### src/rtl/seq_scan_pkg.sv
// Shared definitions for the sequence-scan arbiter.
//   state_t : FSM states (IDLE -> CLEAR -> SHIFT -> WAIT -> DONE)
//   BCD_68  : the two-digit BCD code word "68" the detector looks for
package seq_scan_pkg;

  typedef enum logic [2:0] {
    IDLE  = 3'd0,
    CLEAR = 3'd1,
    SHIFT = 3'd2,
    WAIT  = 3'd3,
    DONE  = 3'd4
  } state_t;

  localparam logic [7:0] BCD_68 = 8'h68;

endpackage

### src/rtl/seq_scan_arbiter_rr_pick.sv
// Combinational round-robin selector.
// Ports:
//   i_req    : per-requester request bits
//   i_ptr    : index of the most recently served requester
//   o_onehot : one-hot winner (all zero when no request)
//   o_idx    : index of the winner
//   o_valid  : at least one request present
module rr_pick #(
  parameter int N_REQ = 4,
  parameter int PTR_W = 2
) (
  input  logic [N_REQ-1:0] i_req,
  input  logic [PTR_W-1:0] i_ptr,
  output logic [N_REQ-1:0] o_onehot,
  output logic [PTR_W-1:0] o_idx,
  output logic             o_valid
);

  logic             w_found;
  logic [PTR_W-1:0] w_cand;

  // Search starts one past the last winner and wraps, so the last winner
  // has the lowest priority.
  always_comb begin
    o_onehot = '0;
    o_idx    = '0;
    w_found  = 1'b0;
    w_cand   = '0;
    for (int k = 1; k <= N_REQ; k++) begin
      w_cand = PTR_W'((int'(i_ptr) + k) % N_REQ);
      if (!w_found && i_req[w_cand]) begin
        w_found          = 1'b1;
        o_idx            = w_cand;
        o_onehot[w_cand] = 1'b1;
      end
    end
  end

  assign o_valid = |i_req;

endmodule

### src/rtl/seq_scan_arbiter.sv
// Shares one serial BCD sequence detector among N_REQ requesters.
// A granted requester's word is shifted MSB-first into the detector after a
// one-cycle detector clear; the detector's match output is sampled over the
// shift and a short trailing window, and the result is returned with a
// one-cycle done pulse to that requester.
// Ports:
//   i_clk, i_rst_n : clock (rising edge), asynchronous active-low reset
//   i_req          : per-requester level request
//   i_data         : packed code words, requester i at [i*W +: W]
//   o_gnt          : one-hot grant held for the whole transaction
//   o_done         : one-cycle pulse to the granted requester
//   o_match        : result, valid only while o_done is non-zero
//   o_busy         : high whenever not idle
//   o_det_clear    : detector clear
//   o_det_din      : detector serial input
//   i_det_dout     : detector registered match output
module seq_scan_arbiter
  import seq_scan_pkg::*;
#(
  parameter int N_REQ     = 4,
  parameter int W         = 8,
  parameter int MATCH_WIN = 2
) (
  input  logic               i_clk,
  input  logic               i_rst_n,
  input  logic [N_REQ-1:0]   i_req,
  input  logic [N_REQ*W-1:0] i_data,
  output logic [N_REQ-1:0]   o_gnt,
  output logic [N_REQ-1:0]   o_done,
  output logic               o_match,
  output logic               o_busy,
  output logic               o_det_clear,
  output logic               o_det_din,
  input  logic               i_det_dout
);

  localparam int PTR_W = (N_REQ > 1) ? $clog2(N_REQ) : 1;
  localparam int CNT_W = $clog2(W + 1);
  localparam int WIN_W = $clog2(MATCH_WIN + 1);

  state_t           r_state;
  logic [PTR_W-1:0] r_ptr;
  logic [N_REQ-1:0] r_gnt;
  logic [W-1:0]     r_shift;
  logic [CNT_W-1:0] r_bitCnt;
  logic [WIN_W-1:0] r_winCnt;
  logic             r_sticky;

  logic [N_REQ-1:0] w_pickOneHot;
  logic [PTR_W-1:0] w_pickIdx;
  logic             w_pickValid;

  rr_pick #(
    .N_REQ (N_REQ),
    .PTR_W (PTR_W)
  ) u_rr_pick (
    .i_req    (i_req),
    .i_ptr    (r_ptr),
    .o_onehot (w_pickOneHot),
    .o_idx    (w_pickIdx),
    .o_valid  (w_pickValid)
  );

  // Transaction FSM. The word is captured at the grant edge so later data
  // changes cannot disturb it, and req is not looked at again until IDLE.
  // The detector output is Moore and registered, so the first SHIFT cycle
  // still shows the cleared state and is skipped; every later SHIFT cycle
  // and every WAIT cycle reflects a state reached after a shifted bit.
  always_ff @(posedge i_clk or negedge i_rst_n) begin
    if (!i_rst_n) begin
      r_state  <= IDLE;
      r_ptr    <= PTR_W'(N_REQ - 1);
      r_gnt    <= '0;
      r_shift  <= '0;
      r_bitCnt <= '0;
      r_winCnt <= '0;
      r_sticky <= 1'b0;
    end else begin
      case (r_state)
        IDLE: begin
          if (w_pickValid) begin
            r_state <= CLEAR;
            r_gnt   <= w_pickOneHot;
            r_shift <= i_data[w_pickIdx*W +: W];
            r_ptr   <= w_pickIdx;
          end
        end
        CLEAR: begin
          r_sticky <= 1'b0;
          r_bitCnt <= '0;
          r_state  <= SHIFT;
        end
        SHIFT: begin
          r_shift <= r_shift << 1;
          if (r_bitCnt != '0) begin
            r_sticky <= r_sticky | i_det_dout;
          end
          if (r_bitCnt == CNT_W'(W - 1)) begin
            r_winCnt <= '0;
            r_state  <= WAIT;
          end else begin
            r_bitCnt <= r_bitCnt + CNT_W'(1);
          end
        end
        WAIT: begin
          r_sticky <= r_sticky | i_det_dout;
          if (r_winCnt == WIN_W'(MATCH_WIN - 1)) begin
            r_state <= DONE;
          end else begin
            r_winCnt <= r_winCnt + WIN_W'(1);
          end
        end
        DONE: begin
          r_gnt   <= '0;
          r_state <= IDLE;
        end
        default: begin
          r_gnt   <= '0;
          r_state <= IDLE;
        end
      endcase
    end
  end

  assign o_gnt       = r_gnt;
  assign o_done      = (r_state == DONE) ? r_gnt : '0;
  assign o_match     = (r_state == DONE) && r_sticky;
  assign o_busy      = (r_state != IDLE);
  assign o_det_clear = (r_state == CLEAR);
  assign o_det_din   = (r_state == SHIFT) && r_shift[W-1];

endmodule

### config.mk
export PLATFORM = sky130hd
export DESIGN_NAME = seq_scan_arbiter
export DESIGN_NICKNAME = d
export VERILOG_FILES = /design/src/rtl/seq_scan_pkg.sv /design/src/rtl/seq_scan_arbiter_rr_pick.sv /design/src/rtl/seq_scan_arbiter.sv
export SDC_FILE = /design/constraint.sdc
export NUM_CORES = 1
export LEC_CHECK = 0
export CAP_MARGIN = 20
export CORE_AREA = 2 2 71 73
export CTS_CLUSTER_DIAMETER = 80
export CTS_CLUSTER_SIZE = 20
export DETAILED_ROUTE_END_ITERATION = 8
export DIE_AREA = 0 0 73 75
export GPL_ROUTABILITY_DRIVEN = 0
export PLACE_DENSITY = 0.76
export RECOVER_POWER = 100
export SLEW_MARGIN = 10
export SYNTH_ARGS = -nofsm -noshare
export SYNTH_HDL_FRONTEND = slang
export SYNTH_SLANG_ARGS = --single-unit
### constraint.sdc
create_clock -name i_clk -period 3.1 [get_ports i_clk]
set_clock_uncertainty 0.1 [all_clocks]
set_input_delay 0.31 -clock i_clk [delete_from_list [all_inputs] [get_ports i_clk]]
set_output_delay 0.31 -clock i_clk [all_outputs]
set_load 0.005 [all_outputs]
Yosys cells after proc, flatten, opt, wreduce, memory -nomap -nowiden --
Cells that the tools add are included.
Storage, ports and cells: flip-flop bits (word level) 24
Operators by class: add/sub/neg operators 6, magnitude comparators 8, equal/unequal tests 12, shifts and indexed selects 1, multiplexer cells 43, bitwise gates (word level) 5, reductions and logical operators 28
Operator list (number):
- $shiftx A32 B6 Y8 | 1
- $mux W4 | 7
- $pmux W4 S2 | 2
- $pmux W8 S2 | 1
- $lt A2 B3 Y1 const B | 4
- $mux W1 | 12
- $mux W2 | 6
- $or A4 B4 Y4 | 3
- $pmux W3 S4 | 1
- $ne A2 B2 Y1 const B | 5
- $reduce_and A2 Y1 | 5
- $logic_and A1 B1 Y1 | 9
- $mux W3 | 3
- $bmux W1 S2 | 4
- $demux W1 S2 | 4
- $ge A2 B1 Y1 const B | 4
- $mux W8 | 1
- $add A2 B1 Y2 const B | 3
- $eq A3 B2 Y1 const B | 2
- $reduce_and A3 Y1 | 2
- $reduce_bool A2 Y1 | 3
- $reduce_bool A3 Y1 | 2
- $add A2 B2 Y2 const B | 2
- $add A4 B1 Y4 const B | 1
- 14 further kinds | 16

Logic depth before layout (Yosys ltp) --
depth after elaboration 16, mapped depth 10

By module --
Synthesis repeated with hierarchy kept, for this count alone.
Second synthesis, totals: cells, all modules 191, area, all modules 1924.3 µm²
By module, submodules not included:
- seq_scan_arbiter | instances 1, cells each 121, area each 1383.8 µm²
- rr_pick | instances 1, cells each 70, area each 540.5 µm²

Least setup slack after synthesis --
Ideal clock, no wire load.
path kind flip-flop to flip-flop, from reg r_ptr[0], to reg r_shift[3], setup time 87 ps, data arrival time 2921 ps, data required time 2913 ps, setup slack -9 ps, cell stages (with the launch flop) 10, path buffers 1, period minus slack after synthesis 3109 ps, cell sequence dfstp_2 clkbuf_1 inv_2 ha_1 mux4_2 nor2b_4 o31ai_4 o22ai_1 a211o_1 o211ai_1
Between the ends: longest elaborated chain between the ends 16, elaborated cells between the ends (all ways) 28, those cells by class 4 x add/sub; 1 x shift; 17 x mux; 6 x reduce/logical
Ends and longest elaborated chain:
- start: declaration | RTL line seq_scan_arbiter.sv:42 | logic [PTR_W-1:0] r_ptr;
- start signal: assignment | RTL line seq_scan_arbiter.sv:72 | r_ptr <= PTR_W'(N_REQ - 1);
- start signal: assignment | RTL line seq_scan_arbiter.sv:85 | r_ptr <= w_pickIdx;
- $add A2 B1 Y2 | RTL line seq_scan_arbiter_rr_pick.sv:30 | w_cand = PTR_W'((int'(i_ptr) + k) % N_REQ);
- $bmux W1 S2 | RTL line seq_scan_arbiter_rr_pick.sv:31 | if (!w_found && i_req[w_cand]) begin
- $mux W1 (not written as such) | RTL line seq_scan_arbiter_rr_pick.sv:31
- $mux W1 | RTL line seq_scan_arbiter_rr_pick.sv:31
- $logic_not A1 Y1 | RTL line seq_scan_arbiter_rr_pick.sv:31
- $logic_and A1 B1 Y1 | RTL line seq_scan_arbiter_rr_pick.sv:31
- $mux W1 | RTL line seq_scan_arbiter_rr_pick.sv:31
- $logic_not A1 Y1 | RTL line seq_scan_arbiter_rr_pick.sv:31
- $logic_and A1 B1 Y1 | RTL line seq_scan_arbiter_rr_pick.sv:31
- $mux W1 | RTL line seq_scan_arbiter_rr_pick.sv:31
- $logic_not A1 Y1 | RTL line seq_scan_arbiter_rr_pick.sv:31
- $logic_and A1 B1 Y1 | RTL line seq_scan_arbiter_rr_pick.sv:31
- $mux W2 * | RTL line seq_scan_arbiter_rr_pick.sv:31
- $shiftx A32 B6 Y8 * | RTL line seq_scan_arbiter.sv:84 | r_shift <= i_data[w_pickIdx*W +: W];
- $mux W8 * | RTL line seq_scan_arbiter.sv:81 | if (w_pickValid) begin
- $pmux W8 S2 * | RTL line seq_scan_arbiter.sv:79 | case (r_state)
- end signal: assignment | RTL line seq_scan_arbiter.sv:84
- end signal: assignment | RTL line seq_scan_arbiter.sv:94 | r_shift <= r_shift << 1;
- end: declaration | RTL line seq_scan_arbiter.sv:44 | logic [W-1:0] r_shift;
Every way passes the cells marked *; elsewhere a longest branch is shown, timed or not. The select of a mux whose other input is x is not followed. A chain may end at the register's enable or synchronous reset.

Final worst setup path --
from reg r_ptr[0], to reg r_shift[7]
Same word-level chain as after synthesis.

==> run metrics <==
largest net degree at the start of global routing=26; Gate Count Post-Synth=229; Pre-Repair DR Iteration Count=4; Synth Cell Area=0.002079 mm²; register area share after synthesis=0.2900; slew margin rel.=0.1673; total wire length=5.022 mm; Worst Hold End=r_sticky; Arr. time, crit path=2.93 ns; cells on worst reg2reg path=8; Design Power=2.600 mW; largest cells by area after synthesis=dfrtp_1 (26%), mux2i_1 (6.7%), ha_1 (6.6%); highest clock rate=345.1 MHz; share of cells above drive strength 1=0.09386; Die Footprint=0.005475 mm²; Die H=75 µm; hold_sp=r_sticky; starting density of the core=0.4462; total core area=0.004661 mm²; Area after DPL=0.002633 mm²; outcome=finished clean; setup bufs post-CTS=0; fin. max-slew vios=0; GRT Residual Overflow=0; port bufs=50; worst-path maximum fanout=25; CP Class=register to register; PD cells=966.8 mW/mm²; area grow syn2layout=29.30%; r2r endpoint=r_shift[7]; area leader, netlist=dfrtp_1; Worst setup startpoint=r_ptr[0]; Leak=1.096 nW; DRC violations left=0; Finished Cell Area=0.002689 mm²; Setup WS pre-CTS=0.2302 ns; crit path capture type=register; Synthesis Warnings=0; post-synth top area share=0.2647; final setup fails=0; ant diodes=0; DR WL/cell=15.17 µm; Iter 0 DRT Violations=140; PostCTS Resize Cnt=0; final hold vios=0; fin crit share=0.9346; R2R Path Start=r_ptr[0]; most common cell after layout, fill and taps aside=clkdlybuf4s50_1; Root Buffer=clkbuf_8; clk sinks=24; vias in the first global route=1805; Least-Margin Pin Slew=1.249 ns; Worst-path clk slew=0.09 ns; Seq cells post-synth=24; Total Neg Setup Slack=0 ns; Synth cell types=53; first-pass GRT wire length=8.424 mm; RSZ-0062 raised after global routing=no; post-DP HPWL=3.842 mm; commonest non-fill, non-tap cells in the layout=clkdlybuf4s50_1 (38), nor2_1 (23), dfrtp_1 (22); CP required=3.13 ns; crit path launch type=register; initial antenna violation count=0; Max IR drop VDD=0.4057 mV; vias per cell=5.822; vias post-DR=1927; Syn Nets=279; fin worst setup slack=0.2026 ns; Hold Buf Count CTS=0; overall routing resource usage=0.1915; CTS tree=done; Synth Area per Inst=9.081 µm²; num ports=51; Worst Hold Class=register to register; Post-synth EDFFs=0; clk_lat worst skew=0.27 ns; Post-synth top flop=dfrtp_1; Final nets=328; maxcap violations=0; worst reg-to-reg setup slack=0.20 ns; hold path cells=2; H-tree depth=1; TritonCTS Buffers=3; Row Count=25; chip width=73 µm; Async S/R FF share, synth=1.000; CTS Buffer Depth=2; final worst path period need=2.897 ns; Post-DRT Antenna Nets=0
## worst max-delay path, stage by stage (launching register included)
cell and delay (ns):
dfstp_1 0.54, buf_4 0.32, mux4_2 0.60, clkbuf_1 0.24, o21bai_2 0.28, nand2_2 0.19
o21ai_4 0.15, mux2i_1 0.22, o211ai_1 0.10
## layout make-up
| class | instances | area, µm² |
|---|---|---|
| well taps | 54 | 67.56 |
| flip-flops and latches | 24 | 603.1 |
| clock inverters | 1 | 30.03 |
| inverters | 8 | 30.03 |
| multi-input cells | 183 | 1371 |
| fillers | 416 | 1972 |
| repair buffers | 58 | 545.5 |
| clock buffers | 3 | 41.29 |
## where the power goes
group | internal, mW | switching, mW
Sequential | 0.459 | 0.122
Clock | 0.172 | 0.0991
Combinational | 0.785 | 0.962
Total | 1.42 | 1.18
## cells in the mapped netlist (7+ instances only)
cell type	instances
and3_1	7
ha_1	11
nor2_1	23
a22oi_1	12
dfrtp_1	22
mux2i_1	14
a21oi_1	7
o211ai_1	11
nand2_1	9
o21ai_0	11
nor3_1	7
inv_1	7
## metrics by stage
stage / util / hold slack [ns] / std cells
floorplan: - / -0.08559 / 229
global placement: 0.5648 / 0.3860 / 327
detailed placement: 0.5648 / 0.3998 / 327
CTS: 0.5801 / 0.3094 / 331
global route: 0.5769 / 0.4614 / 331
finish: 0.5769 / 0.4042 / 331
## logic make-up (layout without fill, tap and decap cells)
logic type | after synthesis | after routing | synth area share
AO/OA/AOI/OAI | 76 | 76 | 0.2708
XOR/XNOR | 3 | 3 | 0.01264
adder cells (fa/ha/maj) | 11 | 11 | 0.06618
buffers and inverters | 22 | 70 | 0.05054
flip-flops | 24 | 24 | 0.2900
multiplexers | 21 | 21 | 0.1215
AND/OR/NAND/NOR | 72 | 72 | 0.1883
## routing by layer
layer  vias up  wire length (µm)  share of wire  global-route usage
met1       915              2428           0.48              0.2800
met2        37              2404           0.48              0.3053
met3         2               161          0.032             0.01874
li1        973                 -              -                   -
met4         0                27         0.0054             0.04733
met5         -                 0              0                   0
## worst max-delay path by stage
stage          slack [ns]         end  cells past startpoint
2_1_floorplan        0.13  r_shift[3]                      9
5_1_grt              0.03  r_shift[6]                      8
3_5_place_dp         0.23  r_shift[6]                      8
4_1_cts              0.20  r_shift[6]                      8
6_report             0.20  r_shift[7]                      8
3_3_place_gp         0.26  r_shift[6]                      8
## sequential cells by signal, indices dropped and copies added (netlist names)
name	flops
r_bitCnt	4
o_gnt	4
r_winCnt	2
r_state	3
r_ptr	2
r_sticky	1
r_shift	8
(Power assumes the default switching activity.)
